### src/rtl/csr_counter_array.sv
`default_nettype none
// ============================================================================
//  Module   : csr_counter_array
//  Purpose  : Machine-mode counter CSRs. Covers mcycle, minstret and the
//             NUM_HPM event counters, their user read-only shadows,
//             mcountinhibit and the mhpmevent selectors.
//  Revision : 1.0  initial release
// ============================================================================
module csr_counter_array #(
   parameter int NUM_HPM   = 4,
   parameter int CNT_WIDTH = 64,
   parameter int NUM_EVT   = 8,
   parameter int EVT_WIDTH = 8
) (
   input  logic                 clk,
   input  logic                 rst_n,
   input  logic                 cmd_csr_ex,
   input  logic [11:0]          csr_ofs_ex,
   input  logic [4:0]           csr_uimm_ex,
   input  logic [2:0]           csr_op2_ex,
   input  logic [31:0]          rs1_sel,
   input  logic                 stall,
   input  logic                 retire_ex,
   input  logic [NUM_EVT-1:0]   hpm_events,
   output logic                 csr_cnt_hit,
   output logic [31:0]          csr_cnt_rd_data,
   output logic [NUM_HPM+2:0]   cnt_ovf
);

   localparam int              NIDX     = NUM_HPM + 3;
   localparam logic [4:0]      MAX_IDX  = 5'(NUM_HPM + 2);
   // Bit 1 of mcountinhibit has no counter behind it and is hardwired to 0.
   localparam logic [NIDX-1:0] INH_MASK = ~NIDX'(2);

   logic [4:0]      sel_idx;
   logic            is_hi;
   logic            is_shadow;
   logic            is_cnt;
   logic            is_inh;
   logic            is_evt;
   logic            idx_valid;
   logic            wr_en;
   logic [31:0]     wdata;
   logic [31:0]     new_val;
   logic [NIDX-1:0] inhibit;
   logic [63:0]     cnt_ext [NIDX];
   logic [31:0]     evt_rd  [NIDX];

   // ---------------------------------------------------------------- decode
   assign sel_idx   = csr_ofs_ex[4:0];
   assign is_hi     = csr_ofs_ex[7];
   assign is_shadow = (csr_ofs_ex[11:8] == 4'hC);
   assign idx_valid = (sel_idx != 5'd1) && (sel_idx <= MAX_IDX);
   assign is_cnt    = ((csr_ofs_ex[11:8] == 4'hB) || is_shadow) &&
                      (csr_ofs_ex[6:5] == 2'b00) && idx_valid;
   assign is_inh    = (csr_ofs_ex == 12'h320);
   assign is_evt    = (csr_ofs_ex[11:5] == 7'h19) &&
                      (sel_idx >= 5'd3) && (sel_idx <= MAX_IDX);
   assign csr_cnt_hit = is_cnt | is_inh | is_evt;

   // Shadows (Cxx) are readable but writes to them are silently dropped.
   assign wr_en = ~stall & cmd_csr_ex & csr_cnt_hit &
                  (csr_op2_ex[1:0] != 2'b00) & ~is_shadow;
   assign wdata = csr_op2_ex[2] ? {27'b0, csr_uimm_ex} : rs1_sel;

   // Read mux: the current (pre-update) value of the addressed CSR
   always_comb begin
      csr_cnt_rd_data = '0;
      for (int i = 0; i < NIDX; i++) begin
         if (sel_idx == 5'(i)) begin
            if (is_cnt)
               csr_cnt_rd_data = is_hi ? cnt_ext[i][63:32] : cnt_ext[i][31:0];
            else if (is_evt)
               csr_cnt_rd_data = evt_rd[i];
         end
      end
      if (is_inh)
         csr_cnt_rd_data = 32'(inhibit);
   end

   // Read-modify-write value; the old value is the current read data
   always_comb begin
      case (csr_op2_ex[1:0])
         2'b10:   new_val = csr_cnt_rd_data | wdata;
         2'b11:   new_val = csr_cnt_rd_data & ~wdata;
         default: new_val = wdata;
      endcase
   end

   // mcountinhibit register; new value applies from the next cycle
   always_ff @(posedge clk or negedge rst_n) begin
      if (!rst_n)
         inhibit <= '0;
      else if (wr_en && is_inh)
         inhibit <= new_val[NIDX-1:0] & INH_MASK;
   end

   // ------------------------------------------------------- counter slots
   for (genvar i = 0; i < NIDX; i++) begin : g_idx
      if (i == 1) begin : g_hole
         assign cnt_ext[i] = '0;
         assign evt_rd[i]  = '0;
         assign cnt_ovf[i] = 1'b0;
      end else begin : g_cnt
         logic [CNT_WIDTH-1:0] cnt;
         logic                 ovf;
         logic                 fire;
         logic                 wr_lo;
         logic                 wr_hi;

         assign wr_lo = wr_en & is_cnt & ~is_hi & (sel_idx == 5'(i));
         assign wr_hi = wr_en & is_cnt &  is_hi & (sel_idx == 5'(i));

         if (i == 0) begin : g_cycle
            assign fire      = ~inhibit[0];
            assign evt_rd[i] = '0;
         end else if (i == 2) begin : g_instret
            assign fire      = retire_ex & ~stall & ~inhibit[2];
            assign evt_rd[i] = '0;
         end else begin : g_hpm
            logic [EVT_WIDTH-1:0] evt;
            logic                 evt_hit;

            // Event selector register; only the implemented bits are kept
            always_ff @(posedge clk or negedge rst_n) begin
               if (!rst_n)
                  evt <= '0;
               else if (wr_en && is_evt && (sel_idx == 5'(i)))
                  evt <= new_val[EVT_WIDTH-1:0];
            end

            // Selector e counts hpm_events[e-1]; 0 and out-of-range never fire
            always_comb begin
               evt_hit = 1'b0;
               for (int e = 1; e <= NUM_EVT; e++) begin
                  if ((evt == EVT_WIDTH'(e)) && hpm_events[e-1])
                     evt_hit = 1'b1;
               end
            end

            assign fire      = evt_hit & ~inhibit[i];
            assign evt_rd[i] = 32'(evt);
         end

         // Counter: a write to either half wins over the increment
         always_ff @(posedge clk or negedge rst_n) begin
            if (!rst_n) begin
               cnt <= '0;
               ovf <= 1'b0;
            end else begin
               ovf <= 1'b0;
               if (wr_lo)
                  cnt[31:0] <= new_val;
               if (wr_hi)
                  cnt[CNT_WIDTH-1:32] <= new_val[CNT_WIDTH-33:0];
               if (!wr_lo && !wr_hi && fire) begin
                  cnt <= cnt + CNT_WIDTH'(1);
                  ovf <= &cnt;
               end
            end
         end

         assign cnt_ext[i] = 64'(cnt);
         assign cnt_ovf[i] = ovf;
      end
   end

endmodule
`default_nettype wire
### config.mk
export PLATFORM = sky130hd
export DESIGN_NAME = csr_counter_array
export DESIGN_NICKNAME = d
export VERILOG_FILES = /design/src/rtl/csr_counter_array.sv
export SDC_FILE = /design/constraint.sdc
export NUM_CORES = 2
export LEC_CHECK = 0
export CAP_MARGIN = 25
export CORE_MARGIN = 2
export CORE_UTILIZATION = 57
export DETAILED_ROUTE_END_ITERATION = 7
export PLACE_DENSITY = 0.78
export SKIP_LAST_GASP = 1
export SYNTH_ARGS = -nofsm -noshare
export SYNTH_HDL_FRONTEND = slang
export SYNTH_SLANG_ARGS = --single-unit
### constraint.sdc
create_clock -name clk -period 4.4 [get_ports clk]
set_clock_uncertainty 0.1 [all_clocks]
set_input_delay 0.44 -clock clk [delete_from_list [all_inputs] [get_ports clk]]
set_output_delay 0.44 -clock clk [all_outputs]
set_load 0.02 [all_outputs]
==> reports/qor.csv <==
metric,value,unit
nets,3471,
num_io_pins,105,
internal-power,6.81,mW
tns,0,ns
cts.sinks,428,
fp.dieH,231,microns
hold_viol_final,0,
rsz0062_at_grt,no,
yosysTopAreaCell,dfrtp_1,
cts-root-buf,clkbuf_16,
first_pass_iters,8,
grt_max_degree,107,
max_cap_viol_count,0,
cts.clk_slew.worst_paths,0.05,ns
drt.antenna.violating_nets,0,
swShare,0.278,
seq_power_share,0.445,
dieArea,53200,sq um
rows,83,
yosysMostFrequentCell,dfrtp_1,
combPwrFrac,0.103,
yosys_warnings,0,
synth_fp_nets,3379,
synth_edf_count,0,
io_buffers,103,
start_kind,input port,
clock_path_buffers,3,
first_global_vias,28400,
wl_per_cell,30.8,microns
insertion_delay,0.64,ns
slowest_delay,0.81,ns
dp_cells,4023,
critical_path_class,input port to primary output,
drt-vias-per-instance,7.29,
period_needed,4.25,ns
ys_async_sr_fraction,1.00,
cp_max_fo,13,
fmax,235,MHz
holdWs,0.421,ns
slew_headroom,0.276,
cts_resized,0,
cp_cell_sequence,clkdlybuf4s50_1 -> inv_2 -> o2111ai_1 -> buf_4 -> nor2_1 -> buf_4 -> o21ai_0 -> nor3b_1 -> nor2_1 -> clkdlybuf4s50_1,
yosys.area.top_type_share,0.366,
htree_levels,2,
cp.required,3.86,ns
placed_area,31600,sq um
synthTopCellsByCount,"dfrtp_1, mux2i_1, nand2_1, nor2_1, nand3_1",
status,finished clean,
reg2reg_slack,0.86,ns
worst-path-buf-inv,5,
dp_hpwl,91800,microns
cts_tree,yes,
initialDrtViolationCount,4525,
setup_slack,0.146,ns
vias,30000,
setup_viol,0,
synthCells,3308,
worstMarginPinSlew,1.09,ns
place.gp.congestion,1.11,
synth_area_leaders,"dfrtp_1, mux2i_1, xnor2_1",
synth_ff_type,dfrtp_1,
crit_family,buffers and inverters,
syn_to_final_growth,13.6,%
grt_overflow_total,0,
postSynthAreaPerCell,8.85,sq um
power_switching,2.62,mW
final_util,0.652,
grt_pass1_wl,188000,microns
fin_total_pwr,9.43,mW
fin_area,33300,sq um
p_leak,14.0,nW
drt_wl_total,127000,microns
worstHoldPathType,input port to async pin,
place_ws,0.0667,ns
stdcell_count,4119,
ys_seq_area_frac,0.366,
core-area,51000,sq um
grt_antenna_before_repair,8,
nFillCells,4196,
p_per_area,284,nW/um^2
worstPathArrival,3.71,ns
critical_path.slowest_cell,clkdlybuf4s50_1,
slew_viol_final,0,
start_util,0.574,
pwr-share-clk,0.452,
drive_gt1_frac,0.100,
period_share,0.967,
ir_drop,0.276,mV
die_w,231,microns
ys_types,103,
numCtsBuffers,50,
grt.total_usage,0.474,
cp-end-kind,primary output,
synth.ff_latch_count,428,
drc,0,
syn-cell-area,29300,sq um
-- state kept, by name, indices dropped and copies added (netlist names) --
| name | cells |
|---|---|
| g_idx.g_cnt.cnt | 384 |
| g_idx.g_cnt.g_hpm.evt | 32 |
| g_idx.g_cnt.ovf | 6 |
| inhibit | 6 |
-- per-layer routing --
layer / global-route usage / wire length [microns] / vias up
met4: 0.304 / 10200 / 4
li1: - / - / 12500
met3: 0.158 / 17700 / 627
met1: 0.609 / 46300 / 14500
met2: 0.683 / 52600 / 2353
met5: 0.0110 / 93 / -
-- cell families (layout without fill, tap and decap cells) --
logic type                 after synthesis  count (layout)  synth area share
muxes                                  385             385             0.135
and+or+nand+nor                       1282            1282             0.232
other                                    1               6          0.000128
buffers and inverters                  289             415            0.0437
AOI/OAI and AO/OA                      690             690             0.153
DFF                                    428             428             0.366
adders and majority gates                6               6           0.00256
xor gates and xnor gates               227             227            0.0679
-- cell usage in the layout, fill, tap and decap left out, types with 12 or more instances in the layout --
cell	netlist	layout
o221ai_1	32	32
a31oi_1	27	22
nand4_1	110	110
buf_4	17	145
and4_1	34	34
buf_12	0	12
nor2b_1	15	15
a21oi_1	162	161
and2_1	31	31
xnor2_1	140	140
inv_1	63	63
and3_1	102	102
nor3_1	124	123
clkdlybuf4s50_1	0	100
clkbuf_16	0	51
a221oi_1	20	20
or3_1	26	26
mux2_2	31	31
o22ai_1	71	71
mux2i_1	350	350
dfrtp_1	428	428
xor2_1	87	87
nand4b_1	13	13
nand2_1	274	274
o21ai_0	165	165
o21a_1	18	18
a211oi_1	37	37
nor4_1	61	57
nand3_1	177	177
nand3b_1	12	12
clkbuf_8	0	13
o211ai_1	41	41
nor2_1	229	228
-- final timing paths --
| path | from | to | cells after the start |
|---|---|---|---|
| worst min-delay path | rst_n | g_idx[6].g_cnt.g_hpm.evt[1]$_DFFE_PN0P_ | 2 |
| worst min register to register | g_idx[3].g_cnt.g_hpm.evt[7]$_DFFE_PN0P_ | g_idx[3].g_cnt.g_hpm.evt[7]$_DFFE_PN0P_ | 2 |
| worst max register to register | g_idx[2].g_cnt.cnt[31]$_DFFE_PN0P_ | g_idx[2].g_cnt.cnt[51]$_DFFE_PN0P_ | 7 |
| min in group clk | g_idx[3].g_cnt.g_hpm.evt[7]$_DFFE_PN0P_ | g_idx[3].g_cnt.g_hpm.evt[7]$_DFFE_PN0P_ | 2 |
| worst max-delay path | csr_ofs_ex[0] | csr_cnt_rd_data[2] | 10 |
| max in group asynchronous | rst_n | g_idx[3].g_cnt.cnt[14]$_DFFE_PN0P_ | 3 |
-- power groups by stage --
stage | logic [mW] | registers, mW | clock network, mW
floorplan | 0.447 | 4.21 | 0
global placement | 0.910 | 4.25 | 0
detailed placement | 0.930 | 4.26 | 0
CTS | 0.935 | 4.19 | 4.23
global route | 1.00 | 4.21 | 4.40
finish | 0.976 | 4.20 | 4.26
-- area by class of cell --
cell class / count / area, sq um / area share
Sequential cell: 428 / 10700 / 0.322
Clock inverter: 11 / 124 / 0.00373
Timing Repair Buffer: 265 / 2430 / 0.0731
Tap cell: 680 / 851 / 0.0256
Clock buffer: 75 / 1500 / 0.0450
Multi-Input combinational cell: 2591 / 17400 / 0.523
Inverter: 64 / 240 / 0.00722
Antenna cell: 5 / 12.5 / 0.000376
-- what timing repair did --
item                                    CTS  global route
setup buffers                             0             0
endpoints found under the hold margin    99             0
hold buffers                              1             0
endpoints found under the setup margin    0             0
Note: power is estimated with default switching activity, not from simulation.
